$ cat config.mk
export PLATFORM = sky130hd
export DESIGN_NAME = exec_unit_scheduler
export DESIGN_NICKNAME = d
export VERILOG_FILES = /design/src/rtl/exec_unit_scheduler.sv
export SDC_FILE = /design/constraint.sdc
export NUM_CORES = 1
export LEC_CHECK = 0
export CORE_MARGIN = 4
export CORE_UTILIZATION = 33
export CTS_CLUSTER_DIAMETER = 40
export DETAILED_ROUTE_END_ITERATION = 8
export PLACE_DENSITY = 0.8
export SKIP_LAST_GASP = 1
export SLEW_MARGIN = 10
export SYNTH_ARGS = -nofsm -noshare
export SYNTH_HDL_FRONTEND = slang
export SYNTH_SLANG_ARGS = --single-unit
export TNS_END_PERCENT = 10
$ cat constraint.sdc
create_clock -name clk_i -period 1.5 [get_ports clk_i]
set_clock_uncertainty 0.1 [all_clocks]
set_input_delay 0.15 -clock clk_i [delete_from_list [all_inputs] [get_ports clk_i]]
set_output_delay 0.15 -clock clk_i [all_outputs]
set_load 0.02 [all_outputs]
$ cat src/rtl/exec_unit_scheduler.sv
// exec_unit_scheduler: shares one ALU/FPU execution unit between two requesters.
// Round-robin grant, holds eu_en for the op latency, returns the tagged result.
//
// Ports:
//   clk_i, rst_i                  clock, synchronous active-high reset
//   reqN_valid_i / reqN_ready_o   request handshake (ready only in IDLE)
//   reqN_op_i, reqN_a_i, reqN_b_i op code (bit3: 0=ALU, 1=FPU) and operands
//   eu_en_o, eu_op_o, eu_a_o, eu_b_o  execution unit drive (zero outside EXEC)
//   eu_res_i                      execution unit result
//   resp_valid_o / resp_ready_i   response handshake
//   resp_id_o, resp_res_o         requester tag and captured result
//   busy_o                        FSM not in IDLE
module exec_unit_scheduler #(
    parameter int WIDTH   = 32,
    parameter int ALU_LAT = 1,
    parameter int FPU_LAT = 4
) (
    input  logic             clk_i,
    input  logic             rst_i,
    input  logic             req0_valid_i,
    output logic             req0_ready_o,
    input  logic [3:0]       req0_op_i,
    input  logic [WIDTH-1:0] req0_a_i,
    input  logic [WIDTH-1:0] req0_b_i,
    input  logic             req1_valid_i,
    output logic             req1_ready_o,
    input  logic [3:0]       req1_op_i,
    input  logic [WIDTH-1:0] req1_a_i,
    input  logic [WIDTH-1:0] req1_b_i,
    output logic             eu_en_o,
    output logic [3:0]       eu_op_o,
    output logic [WIDTH-1:0] eu_a_o,
    output logic [WIDTH-1:0] eu_b_o,
    input  logic [WIDTH-1:0] eu_res_i,
    output logic             resp_valid_o,
    input  logic             resp_ready_i,
    output logic             resp_id_o,
    output logic [WIDTH-1:0] resp_res_o,
    output logic             busy_o
);

    localparam int MAX_LAT = (ALU_LAT > FPU_LAT) ? ALU_LAT : FPU_LAT;
    localparam int CW      = $clog2(MAX_LAT) + 1;

    localparam logic [CW-1:0] ALU_CNT = CW'(ALU_LAT);
    localparam logic [CW-1:0] FPU_CNT = CW'(FPU_LAT);
    localparam logic [CW-1:0] CNT_ONE = CW'(1);

    typedef enum logic [1:0] {
        IDLE = 2'd0,
        EXEC = 2'd1,
        RESP = 2'd2
    } state_t;

    state_t           state_q;
    logic             rr_q;
    logic             g_q;
    logic [CW-1:0]    cnt_q;
    logic             eu_en_q;
    logic [3:0]       eu_op_q;
    logic [WIDTH-1:0] eu_a_q;
    logic [WIDTH-1:0] eu_b_q;
    logic             resp_valid_q;
    logic             resp_id_q;
    logic [WIDTH-1:0] resp_res_q;
    logic             busy_q;

    logic             gnt0;
    logic             gnt1;
    logic             g_d;
    logic [3:0]       op_d;
    logic [WIDTH-1:0] a_d;
    logic [WIDTH-1:0] b_d;

    // rr names the preferred requester; a lone requester wins regardless.
    always_comb begin
        gnt0 = 1'b0;
        gnt1 = 1'b0;
        if (rr_q) begin
            gnt1 = req1_valid_i;
            gnt0 = req0_valid_i & ~req1_valid_i;
        end else begin
            gnt0 = req0_valid_i;
            gnt1 = req1_valid_i & ~req0_valid_i;
        end
    end

    always_comb begin
        g_d  = gnt1;
        op_d = gnt1 ? req1_op_i : req0_op_i;
        a_d  = gnt1 ? req1_a_i  : req0_a_i;
        b_d  = gnt1 ? req1_b_i  : req0_b_i;
    end

    assign req0_ready_o = (state_q == IDLE) & gnt0;
    assign req1_ready_o = (state_q == IDLE) & gnt1;

    always_ff @(posedge clk_i) begin
        if (rst_i) begin
            state_q      <= IDLE;
            rr_q         <= 1'b0;
            g_q          <= 1'b0;
            cnt_q        <= '0;
            eu_en_q      <= 1'b0;
            eu_op_q      <= '0;
            eu_a_q       <= '0;
            eu_b_q       <= '0;
            resp_valid_q <= 1'b0;
            resp_id_q    <= 1'b0;
            resp_res_q   <= '0;
            busy_q       <= 1'b0;
        end else begin
            unique case (state_q)
                IDLE: begin
                    if (gnt0 | gnt1) begin
                        g_q     <= g_d;
                        eu_en_q <= 1'b1;
                        eu_op_q <= op_d;
                        eu_a_q  <= a_d;
                        eu_b_q  <= b_d;
                        cnt_q   <= op_d[3] ? FPU_CNT : ALU_CNT;
                        busy_q  <= 1'b1;
                        state_q <= EXEC;
                    end
                end
                EXEC: begin
                    cnt_q <= cnt_q - CNT_ONE;
                    // Last enabled cycle: the unit output is valid now.
                    if (cnt_q == CNT_ONE) begin
                        resp_res_q   <= eu_res_i;
                        resp_id_q    <= g_q;
                        resp_valid_q <= 1'b1;
                        eu_en_q      <= 1'b0;
                        eu_op_q      <= '0;
                        eu_a_q       <= '0;
                        eu_b_q       <= '0;
                        state_q      <= RESP;
                    end
                end
                RESP: begin
                    if (resp_ready_i) begin
                        resp_valid_q <= 1'b0;
                        rr_q         <= ~g_q;
                        busy_q       <= 1'b0;
                        state_q      <= IDLE;
                    end
                end
                default: begin
                    state_q <= IDLE;
                end
            endcase
        end
    end

    assign eu_en_o      = eu_en_q;
    assign eu_op_o      = eu_op_q;
    assign eu_a_o       = eu_a_q;
    assign eu_b_o       = eu_b_q;
    assign resp_valid_o = resp_valid_q;
    assign resp_id_o    = resp_id_q;
    assign resp_res_o   = resp_res_q;
    assign busy_o       = busy_q;

endmodule

==> results.txt, run 1 <==
Max_slew headroom: 78.9%
H-tree depth: 3
Mean Syn Cell Area: 10.0 sq um
Critical path arrival: 1.83 ns
Critical Path Fanout Max: 16
Clock Pin Slew Worst Setup and Hold Paths: 0.07 ns
Placement Setup Slack: -0.404 ns
Most common cell after layout, fill and taps aside: clkdlybuf4s50_1
DRC: 0
Clk network pwr share: 28.6%
Worst setup margin: -0.158 ns
Skew-Pair Late Insertion Delay: 0.35 ns
Via count: 4743
Row count: 42
CTS tree: built
CTS Buffer Depth: 2
Iter 0 DRT Violations: 232
Final wirelength: 17600 um
Max VDD drop: 733 uV
CP Class: reg -> reg
Outcome: finished with violations
Most frequent cells in the layout: clkdlybuf4s50_1 (264), dfxtp_1 (106), nand2_1 (71)
Dpl cells: 887
Routed Antenna Nets: 0
Post-CTS Hold Buffers: 0
Post-Syn Area: 4440 sq um
Fmax: 603 MHz
Failing checks: negative setup slack
Die ar.: 15400 sq um
CP endpoint kind: register
NetSw: 0.00233 W
Maxcap violations: 0
Sw Ratio: 28.3%
Startpoint Class: register
Reg2Reg Setup Slack: -0.16 ns
Combinational Power Share: 30.2%
Final setup viols: 162
Ratio of final minimum period to clock period: 111%
Hold Slack: 0.249 ns
Hold violation total from the final report: 0
DR vias/cell: 5.18
Nets: 912
Power share of the sequential group: 41.2%
Die H: 124 um
Gpl congestion: 0.792
Clk sink count: 111
FF+latch count, synth: 111
Crit path required time: 1.68 ns
Number of global-route vias before repair: 4674
Final slew viol count: 0
Placed Area: 7580 sq um
Diodes inserted: 0
Sequential share of the synthesized area: 50.0%
Initial antenna violation count: 0
Pwr dens: 993 nW/um^2
Leak: 3.02 nW
Slew @ Worst Pin: 0.313 ns
Port Buffers: 278
Post-Syn Nets: 619
Layout area overhead: 86.3%
IO Count: 279
Clock root buffer: clkbuf_16
DRT Pass-1 Iters: 5
Tot GR Track Use: 19.7%
Tightest Hold Check Type: in -> reg
Pint: 0.00589 W
DP Wirelength: 11700 um
Die width: 124 um
Final instance area: 8270 sq um
Non-filler cells, final: 916
Yosys warns: 0
Layout cells sized above 1: 15.1%
Synth Instances: 444
Global route overflow: 0
Total CTS buffers: 9
Initial core utilization: 33.7%
Core footprint: 13200 sq um
Pin count of the biggest net entering global routing: 68
WL/cell: 19.2 um
Fin crit period: 1.66 ns
Yosys cell types: 38
First-pass GRT wire length: 23600 um
RSZ-0062 raised after global routing: true
==> flip-flops by register name, summed over array words and instances (netlist names) <==
| signal | cells |
|---|---|
| state_q | 2 |
| rr_q | 1 |
| resp_res_o | 32 |
| eu_b_o | 32 |
| busy_o | 1 |
| resp_valid_o | 1 |
| resp_id_o | 1 |
| eu_op_o | 4 |
| eu_a_o | 32 |
| eu_en_o | 1 |
| cnt_q | 3 |
| g_q | 1 |
==> area by class of cell <==
type                            instances  area, sq um
Multi-Input combinational cell        287         2070
Fill cell                            1008         4920
Clock inverter                          3         45.0
Sequential cell                       111         2230
Clock buffer                           11          243
Tap cell                              176          220
Timing Repair Buffer                  324         3450
Inverter                                4         15.0
==> per-layer routing <==
layer | share of wire (%) | up-vias | wire, um | global-route usage [%]
met4 | 1.5 | 0 | 272 | 6.71
met3 | 10 | 20 | 1850 | 7.86
met2 | 51 | 210 | 9060 | 35.2
met5 | 0 | - | 0 | 0
li1 | - | 2242 | - | -
met1 | 36 | 2271 | 6420 | 21.0
==> synth_stat cells (all sizes together) <==
library cell  count  area [sq um]
ha                2          25.0
nand3             1          5.00
nor3b             1          18.8
o2bb2ai          67           712
a22oi            67           503
nor4              1          6.26
a31oi             1          6.26
a22o              1          8.76
and2b             1          7.51
o21a              1          7.51
a2bb2oi           1          8.76
or2               1          6.26
nor2b             2          12.5
a21oi            43           215
nor3              1          5.00
and2              1          6.26
buf              29           186
o22ai             1          6.26
a21boi            1          11.3
nand2            71           267
nor2             11          51.3
inv               4          15.0
clkbuf           13          48.8
o21ai             2          13.8
nand3b            2          15.0
dfxtp           111          2220
or3               3          18.8
nand2b            3          21.3
o211a             1          10.0
==> worst max-delay path: stages, from the launching register on <==
cell and delay [ns]:
dfxtp_2 0.33, and2b_2 0.23, buf_4 0.15, nor2_4 0.12
buf_12 0.15, buf_6 0.20, a22oi_1 0.13, o2bb2ai_2 0.17
==> logic make-up after synthesis <==
kind of cell | synth area share (%)
adder cells (fa/ha/maj) | 0.563
AO/OA/AOI/OAI | 33.8
AND/OR/NAND/NOR | 9.92
flip-flops | 50.0
buffers and inverters | 5.64
==> repair_timing <==
item	4_1_cts	5_1_grt
pin swaps	2	14
setup endpoints to repair	210	198
resized for setup	27	17
gates cloned	2	9
buffers inserted	3	1
==> final timing paths <==
path | from | to | cells past startpoint
max | rr_q | eu_b_o[3] | 7
min | eu_res_i[2] | resp_res_o[2] | 3
max reg2reg | rr_q | eu_b_o[3] | 7
min reg2reg | resp_res_o[15] | resp_res_o[15] | 2
==> through the flow <==
stage,TNS [ns],total power (W),utilization [%]
finish,-9.62,0.00822,62.7
global route,-21.76,0.00858,62.7
CTS,-11.62,0.00814,60.4
detailed placement,-21.83,0.00573,57.5
global placement,-17.77,0.00566,57.5
floorplan,0,0.00446,-
==> power by group through the flow <==
| stage | registers (W) | logic (W) | clock network [W] |
|---|---|---|---|
| finish | 0.00339 | 0.00248 | 0.00235 |
| detailed placement | 0.00344 | 0.00228 | 0 |
| CTS | 0.00339 | 0.00232 | 0.00243 |
| floorplan | 0.00372 | 0.000740 | 0 |
| global route | 0.00342 | 0.00262 | 0.00255 |
| global placement | 0.00343 | 0.00224 | 0 |
No activity file was read; power rests on OpenSTA's default activity.
==> run 2: changes to the inputs <==
--- a/config.mk
+++ b/config.mk
@@ -9,6 +9,7 @@
 export CORE_UTILIZATION = 33
 export CTS_CLUSTER_DIAMETER = 40
 export DETAILED_ROUTE_END_ITERATION = 8
+export MAX_ROUTING_LAYER = met4
 export PLACE_DENSITY = 0.8
 export SKIP_LAST_GASP = 1
 export SLEW_MARGIN = 10
==> run 2 against run 1 <==
  * The run still ends with negative setup slack left
  * Final cell count is the same
  * Sequential power about the same
  * Sequential cell count is the same
  * Largest power group unchanged
  * Highest routed layer unchanged
  * Critical path type unchanged
  * Combinational power about the same
  * Non-clock buffer count unchanged
  * Die area unchanged
  * Largest cell class unchanged
==> results.txt, run 2 (same netlist as run 1, synthesis figures left out) <==
Outcome: finished with violations
Failing checks: negative setup slack
Port Buffers: 278 (unchanged)
CP endpoint kind: register
Die H: 124 um (unchanged)
Non-filler cells, final: 916 (unchanged)
WL/cell: 19.2 um (+0.12%)
Clock root buffer: clkbuf_16
Startpoint Class: register
Tot GR Track Use: 20.2% (+0.52 points)
DRT Pass-1 Iters: 5 (unchanged)
Clock Pin Slew Worst Setup and Hold Paths: 0.07 ns (about the same)
Final slew viol count: 0 (unchanged)
Routed Antenna Nets: 0 (unchanged)
DP Wirelength: 11700 um (unchanged)
Maxcap violations: 0 (unchanged)
Placement Setup Slack: -0.404 ns (unchanged)
Slowest CP cell: dfxtp_2
Critical Path Fanout Max: 16 (unchanged)
Iter 0 DRT Violations: 203 (-13%)
Die ar.: 15400 sq um (unchanged)
CP Class: reg -> reg
Die width: 124 um (unchanged)
Gpl congestion: 0.803 (+1.4%)
Ratio of final minimum period to clock period: 111% (+0.19 points)
Leak: 3.02 nW (about the same)
CP peak stage delay: 0.33 ns (about the same)
Via count: 4776 (+0.70%)
Max VDD drop: 739 uV (+0.71%)
H-tree depth: 3 (unchanged)
Hold violation total from the final report: 0 (unchanged)
CTS tree: built
Nets: 912 (unchanged)
Slew @ Worst Pin: 0.314 ns (+0.00143 ns)
Initial antenna violation count: 0 (unchanged)
Critical path arrival: 1.84 ns (about the same)
Global route overflow: 0 (unchanged)
Cell Chain, Critical Path: and2b_2, buf_4, nor2_4, buf_12, buf_6, a22oi_1, o2bb2ai_2
DRC: 0 (unchanged)
Most frequent cells in the layout: clkdlybuf4s50_1 (264), dfxtp_1 (106), nand2_1 (71)
Worst setup margin: -0.160 ns (-0.00278 ns)
Row count: 42 (unchanged)
First-pass GRT wire length: 23500 um (-0.44%)
Final setup viols: 162 (unchanged)
Fmax: 602 MHz (-0.17%)
Max_slew headroom: 79.1% (+0.13 points)
Pwr dens: 997 nW/um^2 (+0.35%)
Diodes inserted: 0 (unchanged)
Tightest Hold Check Type: in -> reg
Dpl cells: 887 (unchanged)
Total CTS buffers: 9 (unchanged)
Met3 GRT Util: 6.27% (-1.6 points)
DR vias/cell: 5.21 (+0.70%)
Most common cell after layout, fill and taps aside: clkdlybuf4s50_1
M1 GR Usage: 21.8% (+0.84 points)
Final wirelength: 17600 um (+0.12%)
Initial core utilization: 33.7% (unchanged)
Core footprint: 13200 sq um (unchanged)
RSZ-0062 raised after global routing: true
Grt met2 use: 35.2% (about the same)
Number of global-route vias before repair: 4692 (+0.39%)
Crit path required time: 1.68 ns (about the same)
CTS Buffer Depth: 2 (unchanged)
Fin crit period: 1.66 ns (+0.00278 ns)
IO Count: 279 (unchanged)
Pin count of the biggest net entering global routing: 68 (unchanged)
GRT Max-Usage Layer: met2
Layout cells sized above 1: 14.6% (-0.54 points)
Skew-Pair Late Insertion Delay: 0.35 ns (about the same)
Clk sink count: 111 (unchanged)
Layout area overhead: 85.9%
-- run 2: cell type report --
cell class / instances / area [sq um]
multi-input combinational: 287 / 2050
tap: 176 / 220
clock inverter: 3 / 45.0
timing repair buffer: 324 / 3450
fill: 1011 / 4940
clock buffer: 11 / 243
sequential: 111 / 2230
inverter: 4 / 15.0
-- run 2: report_power, final --
group	total (W)	internal, W	switching, W
clock network	0.00237	0.00132	0.00104
registers	0.00339	0.00322	0.000172
logic	0.00247	0.00135	0.00112
-- run 2: final timing paths --
check / depth (start not counted) / from / end / slack [ns]
hold reg to reg: 2 / resp_res_o[15] / resp_res_o[15] / 0.35
hold / removal: 3 / eu_res_i[2] / resp_res_o[2] / 0.25
setup / recovery: 7 / rr_q / eu_b_o[3] / -0.16
setup reg to reg: 7 / rr_q / eu_b_o[3] / -0.16
-- run 2: what timing repair did --
item | 4_1_cts | 5_1_grt
cloned | 2 | 9
pin swaps | 2 | 14
hold buffers | 0 | 0
gates resized for setup | 27 | 13
setup endpoints to repair | 210 | 198
buffers inserted | 3 | 1
-- run 2: routing by layer --
metal	vias to the layer above	share of wire [%]
met5	-	0
met4	0	1.7
met3	23	8.5
met2	211	51
met1	2301	39
li1	2241	-
-- run 2: metrics by stage --
step | hold WS (ns) | utilization (%) | setup TNS [ns] | cell area [sq um] | power (W)
2_1_floorplan | 0.186 | - | 0 | 4460 | 0.00446
3_3_place_gp | 0.342 | 57.5 | -17.77 | 7580 | 0.00566
3_5_place_dp | 0.346 | 57.5 | -21.83 | 7580 | 0.00573
4_1_cts | 0.229 | 60.4 | -11.62 | 7970 | 0.00814
5_1_grt | 0.240 | 62.6 | -21.83 | 8250 | 0.00858
6_report | 0.246 | 62.6 | -9.84 | 8250 | 0.00822
-- run 2: critical path: cells and delay by family (launching register included) --
family | cells | cell delay (ns)
buf+inv | 3 | 0.50
simple gates | 2 | 0.35
flops | 1 | 0.33
compound gates | 2 | 0.30
